`src/rtl/wrp_shff_txgen.sv`:
```
// ---------------------------------------------------------------------------
// wrp_shff_txgen
//
// Test-pattern frame generator that feeds the shuffle stage over AXI-Stream.
// A run begins on a start pulse. It emits frames of FRM_LEN samples, with
// GAP idle cycles between frames, until nfrm frames are done or a stop
// request is honoured at a frame boundary. nfrm = 0 means the run is
// continuous.
//
// Output word layout:
//   [63:60] LANE   [59:48] zero   [47:32] frame index   [31:0] sample index
//
// Ports
//   dat_clk       in   1   clock; all logic is on posedge
//   dat_resetn    in   1   asynchronous active-low reset
//   start         in   1   one-cycle pulse; begins a run (honoured in IDLE only)
//   stop          in   1   one-cycle pulse; ends the run at the next frame boundary
//   nfrm          in  16   frames per run, sampled on an accepted start
//   out_axi_trdy  in   1   AXIS TREADY
//   out_axi_tvld  out  1   AXIS TVALID
//   out_axi_tdat  out 64   AXIS TDATA
//   out_axi_tlst  out  1   AXIS TLAST, high on the last sample of each frame
//   busy          out  1   high whenever the FSM is not idle
//   done          out  1   one-cycle pulse after a run ends
//   frm_cnt       out 16   frames completed since the last accepted start
// ---------------------------------------------------------------------------
module wrp_shff_txgen #(
    parameter logic [3:0]  LANE    = 4'd0,
    parameter logic [31:0] FRM_LEN = 32'd1024,
    parameter logic [7:0]  GAP     = 8'd0
) (
    input  logic        dat_clk,
    input  logic        dat_resetn,
    input  logic        start,
    input  logic        stop,
    input  logic [15:0] nfrm,
    input  logic        out_axi_trdy,
    output logic        out_axi_tvld,
    output logic [63:0] out_axi_tdat,
    output logic        out_axi_tlst,
    output logic        busy,
    output logic        done,
    output logic [15:0] frm_cnt
);

    typedef enum logic [1:0] {
        StIdle = 2'd0,
        StRun  = 2'd1,
        StGap  = 2'd2
    } state_e;

    state_e      state_q, state_d;
    logic [31:0] samp_q, samp_d;
    // The frame index and the completed-frame count are cleared and advanced
    // together, so a single counter serves as both.
    logic [15:0] frm_q, frm_d;
    logic [15:0] nfrm_q, nfrm_d;
    logic [7:0]  gap_cnt_q, gap_cnt_d;
    logic        stop_pend_q, stop_pend_d;
    logic        done_q, done_d;

    logic        xfer;
    logic        last_samp;
    logic [15:0] frm_inc;
    logic        run_end;

    // TVALID comes from registered state only, so it never depends on TREADY.
    assign xfer      = (state_q == StRun) && out_axi_trdy;
    assign last_samp = (samp_q == (FRM_LEN - 32'd1));
    assign frm_inc   = frm_q + 16'd1;
    // A stop arriving on the TLAST beat itself also ends the run there.
    assign run_end   = ((nfrm_q != 16'd0) && (frm_inc == nfrm_q)) || stop_pend_q || stop;

    always_comb begin
        state_d     = state_q;
        samp_d      = samp_q;
        frm_d       = frm_q;
        nfrm_d      = nfrm_q;
        gap_cnt_d   = gap_cnt_q;
        stop_pend_d = stop_pend_q;
        done_d      = 1'b0;

        case (state_q)
            StIdle: begin
                // stop is ignored here, including when it coincides with start.
                if (start) begin
                    nfrm_d      = nfrm;
                    samp_d      = 32'd0;
                    frm_d       = 16'd0;
                    stop_pend_d = 1'b0;
                    state_d     = StRun;
                end
            end

            StRun: begin
                if (stop) begin
                    stop_pend_d = 1'b1;
                end
                if (xfer) begin
                    if (last_samp) begin
                        samp_d = 32'd0;
                        frm_d  = frm_inc;
                        if (run_end) begin
                            state_d     = StIdle;
                            done_d      = 1'b1;
                            stop_pend_d = 1'b0;
                        end else if (GAP == 8'd0) begin
                            state_d = StRun;
                        end else begin
                            // Counts down to zero so that exactly GAP idle
                            // cycles are spent in StGap.
                            state_d   = StGap;
                            gap_cnt_d = GAP - 8'd1;
                        end
                    end else begin
                        samp_d = samp_q + 32'd1;
                    end
                end
            end

            StGap: begin
                if (stop) begin
                    state_d     = StIdle;
                    done_d      = 1'b1;
                    stop_pend_d = 1'b0;
                end else if (gap_cnt_q == 8'd0) begin
                    state_d = StRun;
                end else begin
                    gap_cnt_d = gap_cnt_q - 8'd1;
                end
            end

            default: begin
                state_d = StIdle;
            end
        endcase
    end

    always_ff @(posedge dat_clk or negedge dat_resetn) begin
        if (!dat_resetn) begin
            state_q     <= StIdle;
            samp_q      <= 32'd0;
            frm_q       <= 16'd0;
            nfrm_q      <= 16'd0;
            gap_cnt_q   <= 8'd0;
            stop_pend_q <= 1'b0;
            done_q      <= 1'b0;
        end else begin
            state_q     <= state_d;
            samp_q      <= samp_d;
            frm_q       <= frm_d;
            nfrm_q      <= nfrm_d;
            gap_cnt_q   <= gap_cnt_d;
            stop_pend_q <= stop_pend_d;
            done_q      <= done_d;
        end
    end

    // The data word is gated with TVALID, so it reads zero outside StRun.
    always_comb begin
        out_axi_tvld = (state_q == StRun);
        out_axi_tlst = out_axi_tvld && last_samp;
        out_axi_tdat = 64'd0;
        if (out_axi_tvld) begin
            out_axi_tdat = {LANE, 12'h000, frm_q, samp_q};
        end
        busy    = (state_q != StIdle);
        done    = done_q;
        frm_cnt = frm_q;
    end

endmodule

```
`config.mk`:
```
export PLATFORM = sky130hd
export DESIGN_NAME = wrp_shff_txgen
export DESIGN_NICKNAME = d
export VERILOG_FILES = /design/src/rtl/wrp_shff_txgen.sv
export SDC_FILE = /design/constraint.sdc
export NUM_CORES = 1
export LEC_CHECK = 0
export CAP_MARGIN = 0
export CELL_PAD_IN_SITES_DETAIL_PLACEMENT = 1
export CELL_PAD_IN_SITES_GLOBAL_PLACEMENT = 1
export CORE_MARGIN = 1.5
export CORE_UTILIZATION = 48
export DETAILED_ROUTE_END_ITERATION = 8
export DONT_BUFFER_PORTS = 1
export PLACE_DENSITY_LB_ADDON = 0.08
export SKIP_CTS_REPAIR_TIMING = 1
export SYNTH_ARGS = -nofsm -noshare
export SYNTH_HDL_FRONTEND = slang
export SYNTH_SLANG_ARGS = --single-unit
```
`constraint.sdc`:
```
create_clock -name dat_clk -period 2.89 [get_ports dat_clk]
set_clock_uncertainty 0.1 [all_clocks]
set_input_delay 0 -clock dat_clk [delete_from_list [all_inputs] [get_ports dat_clk]]
set_output_delay 0 -clock dat_clk [all_outputs]
set_load 0.01 [all_outputs]
```
==> results of run 1 <==
==> worst paths after layout <==
kind | endpoint | slack, ps
worst min-delay path | frm_cnt[13] | 10
worst max register to register | state_q[0] | 200
worst max-delay path | state_q[0] | 200
max in group asynchronous | state_q[0] | 2300
min in group asynchronous | samp_q[21] | 90
worst min register to register | samp_q[15] | 450
==> cells in the final DEF, fill, tap and decap left out, drive strengths merged, types with 4 or more instances in the layout <==
cell	Yosys	final
o21ai	28	28
dfrtp	67	67
a31oi	4	4
nand4	9	9
dlygate4sd3	0	21
o41ai	4	4
buf	29	10
nand3	25	25
clkbuf	13	10
conb	1	16
nor3	8	8
nor2	44	44
nand2	46	46
and3	11	11
and4	4	4
mux2	16	16
xor2	24	24
a21oi	11	11
nor4	15	15
and2	53	53
xnor2	19	19
nand2b	4	4
o31ai	11	11
==> state kept, by name, summed over array words and instances, names as in the netlist <==
register	count
samp_q	32
frm_cnt	16
nfrm_q	16
done	1
state_q	1
stop_pend_q	1
==> area by class of cell <==
class / count / area [µm²] / area share (%)
clock inverter: 6 / 113 / 2.35
inverter: 3 / 11.3 / 0.235
sequential: 67 / 1680 / 35.0
multi-input combinational: 379 / 2410 / 50.3
timing repair buffer: 31 / 305 / 6.38
tap: 108 / 135 / 2.82
clock buffer: 10 / 138 / 2.87
==> layer usage <==
| layer | routed length (µm) | vias up | share of wire, % | GRT usage (%) |
|---|---|---|---|---|
| li1 | - | 1668 | - | - |
| met1 | 4860 | 1793 | 43 | 31.3 |
| met2 | 5760 | 101 | 50 | 40.2 |
| met3 | 507 | 19 | 4.4 | 5.30 |
| met4 | 291 | 0 | 2.5 | 10.2 |
| met5 | 0 | - | 0 | 0 |
==> cells in the mapped netlist (3+ instances only) <==
cell	n
inv_1	3
and4_1	4
dfrtp_1	67
o41ai_1	4
nor3_1	7
nand4_2	3
buf_6	5
mux2_2	16
o21ai_0	28
nor4_2	3
nor4_1	11
nand4_1	6
nand2b_1	4
buf_4	22
a21oi_1	11
xor2_1	24
a31oi_1	4
clkbuf_1	13
nand3_1	22
and3_1	11
and2_1	52
xnor2_1	19
nor2_1	43
o31ai_1	10
nand2_1	45
==> power by group through the flow <==
| stage | combinational (µW) | sequential [µW] | clock [µW] |
|---|---|---|---|
| after detailed placement | 231 | 1110 | 0 |
| final | 277 | 1090 | 995 |
| after global routing | 309 | 1100 | 1050 |
| after floorplan | 209 | 1080 | 0 |
| after global placement | 225 | 1100 | 0 |
| after CTS | 234 | 1090 | 1010 |
==> critical path: cells and delay by family, from the launching register on <==
| kind | cells | cell delay, ps |
|---|---|---|
| xor gates and xnor gates | 1 | 170 |
| and+or+nand+nor | 4 | 1320 |
| DFF | 1 | 630 |
| AOI/OAI and AO/OA | 2 | 350 |
==> through the flow <==
step / instance area, µm² / total power, µW / setup WS [ps] / instances
6_report: 4790 / 2360 / 205 / 604
5_1_grt: 4790 / 2470 / 2.24 / 604
4_1_cts: 4550 / 2340 / 169 / 582
3_5_place_dp: 4300 / 1340 / 170 / 566
3_3_place_gp: 4300 / 1330 / 228 / 566
2_1_floorplan: 4380 / 1290 / 640 / 491
==> cell families (layout without fill, tap and decap cells) <==
kind of cell,count (synthesis),in the layout
AO/OA/AOI/OAI,74,74
XOR/XNOR,43,43
adder cells (fa/ha/maj),2,2
buffers and inverters,45,50
flip-flops,67,67
multiplexers,17,17
other,1,16
AND/OR/NAND/NOR,227,227
==> impl_summary.md, run 1 <==
Outcome
The run finished with clean final reports.

Floorplanning
The die is 97.9 µm tall. After floorplanning, the core was divided into 34 placement rows. The total die area is 9580 µm².

The total I/O pin count is 105. The core region is 8720 µm². The die is 97.9 µm wide.

Once the floorplan was initialized, standard cells occupied 49.5% of the core.

Synthesis
The cell count after synthesis is 476. Summing the areas of all compound-gate instances in the mapped netlist gives 11.4% of the synthesized area. After synthesis, the mean cell area works out to 9.08 µm². By area, the combinational part of the netlist is dominated by simple AND/OR/NAND/NOR gates. The fraction of synthesized cell area in xor and xnor cells is 8.72%. The combined area of all synthesized cells is 4320 µm². The top flip-flop cell by instance count after synthesis is dfrtp_1. The share of synthesized flip-flops with an asynchronous set or reset is 100%.

The number of register bits inferred by synthesis is 67. The number of library cell types mapped by synthesis is 56. The number of warning messages in the yosys log is 0. The fraction of the mapped netlist area in simple logic gates is 29.2%.

The number of enable flip-flop cells after synthesis is 0. Multiplexer cells account for 4.40% of the synthesized area. The largest total area in the synthesized netlist belongs to dfrtp_1. The synthesized netlist devotes 0.579% of its cell area to adder and majority cells. By area the synthesized netlist is led by dfrtp_1 (39%), and2_1 (7.5%), xor2_1 (4.9%), mux2_2 (4.2%), nand2_1 (3.9%).

Sequential elements use 38.8% of the synthesized area. The area share of the leading cell type in the synthesized netlist is 38.8%.

Detailed routing
The routed length per placed instance is 18.9 µm. The wire length after detailed routing is 11400 µm. The first TritonRoute pass finished after 4 iterations.

The number of routed nets with antenna violations is 0. The final routed DRC violation total is 0. In the routed layout, each cell is associated on average with a via count of 5.93. The count of routing violations after the opening detailed-route iteration is 112. The routed layout has 3581 vias.

Setup path
The source of the worst register-to-register timing path is frm_cnt[2]. STA classifies the critical path endpoint as a flip-flop. For this run, the slowest stage of the critical path takes 630 ps.

The kind of start point of the critical path is a flip-flop. The maximum fanout encountered on the critical timing path is 11. The arrival time of data at the critical path endpoint is 2820 ps.

The number of cells on the worst reg-to-reg path is 7. The kind of critical path is reg -> reg. STA puts the critical path data required time at 3020 ps. The signal on the critical path passes through nand4_2, nor3_1, xnor2_1, nand3_1, nor4_2, a311oi_2, o22a_1.

The worst setup path startpoint is frm_cnt[2]. The slowest cell on the critical path is dfrtp_1.

Clocking
The number of levels the H-tree was split into is 3. In this run, CTS created clock tree buffers numbering 9. The clock root buffer is clkbuf_8.

The clock reaches the later pin of the worst-skew pair after 350 ps. The CTS sink count is 67. The maximum root-to-sink buffer count is 2. Clock-pin slew was measured on the worst setup and hold paths at 80 ps. The clock tree from TritonCTS is done.

Job
Max-cap violations in this run came to 0.

Worst hold path
The worst hold path was traced through 3 stages. The startpoint of the worst hold path is out_axi_trdy. The class of the tightest hold or removal check is in -> reg.

Power
The internal power of the cells is 1720 µW. The share of total power consumed by net switching is 27.1%. The analysis attributes to cell leakage a power of 0.00203 µW. In this run, the combinational gates consume 11.7% of the power. Sequential cells account for 46.2% of the total power. The net switching power of the design is 640 µW. Dividing total power by cell area gives a power density of 494 nW/µm². Of the total power, the clock network draws 42.1%. Across the VDD grid, the largest voltage drop is 0.000258 V.

Timing
The count of endpoints failing hold in the final timing report is 0. The slew at the pin with the worst max-slew slack is 876 ps. The routed design could run at a clock period as short as 2690 ps.

The setup-violating endpoint count in the final report is 0. The number of max-slew violations in the final report is 0. The accumulated negative setup slack is 0 ps. Headroom to the max-slew limit came out at 41.6%.

Setup repair after global routing left no endpoint under its margin. For this run, the top clock speed supported by timing is 372 MHz. The worst hold slack after final layout is 10.9 ps. After layout, the worst path uses 92.9% of the clock period.

Finish
The utilization of the core after routing is 54.9%. At the end of the flow, the number of nets in the layout was 514. The number of fill cells in the layout is 1030. The area overhead of the layout relative to synthesis is 10.8%.

The antenna diode count is 0. The ratio of cells with drive above 1 in the final layout is 12.5%.

Global route
The number of global-route vias before repair is 3598. Global routing consumed, over all layers together, 24.5% of the routing resources. The first-pass GRT wire length is 18700 µm. Entering global routing, the biggest net connects 68 pins. The global route total overflow is 0. The initial antenna violation count was 0.

Place
In this run the tool buffered the top-level ports with 0 buffer cells. After legalization and detailed placement, the total HPWL measured 7930 µm. The final weighted congestion in routability-driven placement is 0.862.
No activity file was read; power rests on OpenSTA's default activity.
==> run 2, diff against run 1 <==
--- a/config.mk
+++ b/config.mk
@@ -9,7 +9,7 @@
 export CELL_PAD_IN_SITES_DETAIL_PLACEMENT = 1
 export CELL_PAD_IN_SITES_GLOBAL_PLACEMENT = 1
 export CORE_MARGIN = 1.5
-export CORE_UTILIZATION = 48
+export CORE_UTILIZATION = 52
 export DETAILED_ROUTE_END_ITERATION = 8
 export DONT_BUFFER_PORTS = 1
 export PLACE_DENSITY_LB_ADDON = 0.08
==> constraint.sdc (replaced) <==
create_clock -name dat_clk -period 3.31 [get_ports dat_clk]
set_clock_uncertainty 0.1 [all_clocks]
set_input_delay 0 -clock dat_clk [delete_from_list [all_inputs] [get_ports dat_clk]]
set_output_delay 0 -clock dat_clk [all_outputs]
set_load 0.01 [all_outputs]
==> run 2 against run 1 <==
  * The flow now finishes with violations (negative hold slack)
  * Via count decreased by 1.8%
  * Setup slack improved by 300 ps
  * Critical path depth increased by 1
  * Highest routed layer unchanged
  * Die area decreased by 7.5%
  * Largest cell class unchanged
==> impl_summary.md, run 2 (synthesis gave the netlist of run 1 again) <==
Finish
The final cell area excluding filler cells is 4720 µm². The register name with the most flops is samp_q. Leaving out fill and tap cells, the most frequent cells in the layout are dfrtp_1 (66), and2_1 (52), nand2_1 (45). The repair_antennas step left the layout with diodes totalling 0.

Fill cells in the final layout number 950. In the final design database the tool counted 510 nets. The register with the most flip-flops in the layout has 32 of them. Summing all flip-flop and latch instances after layout gives 1680 µm².

In the final layout, the multi-input gates occupy 2410 µm². Cells with a size suffix above 1 make up 11.6% of the layout. The library cell used most frequently in the layout, excluding fill and tap cells, is dfrtp_1.

The area overhead of the layout relative to synthesis is 9.30%.

Setup path
The register-to-register path setup slack is 500 ps. In this run the critical register-to-register path is launched from frm_cnt[1]. By startpoint and endpoint, the worst setup path is classified as reg -> reg. In this run the worst path has a maximum fanout of 10. The worst setup path is launched from a flip-flop. In this run the critical register-to-register path is captured at state_q[0]. The path depth of the worst reg2reg path is 8. The arrival time of data at the critical path endpoint is 2960 ps. The kind of end point of the critical path is a flip-flop. The required time at the endpoint of the critical path is 3460 ps.

Timing
The maximum clock rate is 356 MHz. Adding up every negative setup slack in the final design gives 0 ps. After layout, the worst path uses 84.9% of the clock period. The slew at the pin with the worst max-slew slack is 796 ps. The count of endpoints failing hold in the final timing report was 5. The worst hold slack after final layout is -30.8 ps. The max-slew headroom at the worst pin is 46.9%.

Setup violations remaining at the end of the flow were counted as 0. The number of max-slew violations in the final report was 0. Setup repair after global routing left no endpoint under its margin.

The minimum clock period is 2810 ps.

Worst hold path
The startpoint identified for the worst hold timing path is out_axi_trdy. The end point of the worst hold path is samp_q[0]. The worst hold path was traced through 3 stages. The min-delay analysis places its worst path in the category in -> reg.

Floorplanning
In this run the vertical extent of the chip is 94.2 µm. Measured along the x axis, the die boundary spans 94.2 µm. The number of core rows is 33. The die covers 8860 µm². The initial core utilization is 53.1%. During I/O placement, the number of pins put on the boundary was 105. The standard cell core area is 8130 µm².

Global route
The initial antenna violation count is 0. The number of global-route vias before repair was 3340. The global-route total usage across every layer is 26.1%. For this run the aggregate overflow at the end of global routing stands at 0. The pin count of the biggest net entering global routing is 68.

The first global-routing pass estimated 17500 µm of wire.

Detailed routing
The number of routed nets with antenna violations is 0. The routed layout has 3517 vias. The routed length per placed instance is 18.9 µm. After detailed routing, the number of remaining DRC violations is 0. The detailed-routing iteration count for the pre-antenna-repair pass is 4. For this block, the initial DRC count from the detailed router was 116.

The routed design has 11300 µm of wire. The via-per-instance ratio is 5.89.

Power
Summed over all cells, the static leakage comes to 0.00199 µW. The maximum VDD drop is 0.000275 V. The power density over cell area is 417 nW/µm².

Clocking
The clock slew at the register clock pins of the worst setup and hold paths is 80 ps. The number of buffers created by CTS is 9. The clock tree from TritonCTS is done. At the later pin of the worst-skew pair, clock insertion delay measures 360 ps. The tree is rooted in a clkbuf_8.

The CTS sink count is 67. CTS built an H-tree with a depth of 3. The maximum root-to-sink buffer count is 2.

Place
Port buffering added 0 buffers. The wire-length estimate of the detail-placed layout is 7820 µm. The post-placement cell area is 4270 µm².

The congestion estimate from routability-driven global placement came to 0.839.

Outcome
The final reports fail on negative hold slack. The run finished, with violations left.

Job
The reported max-cap violation count is 0.
-- run 2: cell types whose count changed in the layout (fill, tap and decap cells not counted), sizes merged --
cell / change
clkinvlp: +1
bufinv: -1
buf: -4
-- run 2: critical path, stage by stage, from the launching register on --
cell      delay (ps)
dfrtp_1          590
ha_1             360
nand4_2          310
nor3_1           480
xnor2_1          170
nand3_1          100
nor4_2           260
a311oi_2         150
o22a_1           180
-- run 2: final cells by class --
class	instances	area share [%]
Clock inverter	6	1.91
Multi-Input combinational cell	379	51.0
Timing Repair Buffer	27	5.83
Tap cell	105	2.78
Sequential cell	67	35.5
Inverter	3	0.238
Clock buffer	10	2.70
-- run 2: worst max-delay path by stage --
| stage | end | cells past startpoint | from | slack [ps] |
|---|---|---|---|---|
| after CTS | state_q[0] | 8 | frm_cnt[1] | 500 |
| after floorplan | state_q[0] | 8 | frm_cnt[0] | 1060 |
| after global placement | state_q[0] | 8 | frm_cnt[1] | 690 |
| final | state_q[0] | 8 | frm_cnt[1] | 500 |
| after detailed placement | state_q[0] | 8 | frm_cnt[1] | 500 |
| after global routing | state_q[0] | 8 | frm_cnt[1] | 190 |
-- run 2: metal layers --
layer | share of wire (%) | vias to the layer above | wire (µm) | global-route usage, %
met5 | 0 | - | 0 | 0
met4 | 1.5 | 0 | 165 | 8.71
met3 | 3.9 | 11 | 441 | 6.39
met2 | 52 | 91 | 5920 | 44.7
met1 | 42 | 1760 | 4770 | 31.9
li1 | - | 1655 | - | -
-- run 2: report_power, final --
group          internal, µW  total [µW]  switching, µW
Combinational           108         239            131
Sequential              874         950           76.4
Clock                   426         778            352
-- run 2: stage by stage --
| step | util [%] | instances | worst slack (ps) | hold WS (ps) | power, µW |
|---|---|---|---|---|---|
| after floorplan | - | 491 | 1060 | -396 | 1120 |
| after global placement | 52.5 | 559 | 693 | -394 | 1150 |
| after detailed placement | 52.5 | 559 | 496 | -394 | 1160 |
| after CTS | 55.1 | 575 | 502 | -789 | 1940 |
| after global routing | 58.1 | 597 | 193 | 5.39 | 2060 |
| final | 58.1 | 597 | 500 | -30.8 | 1970 |
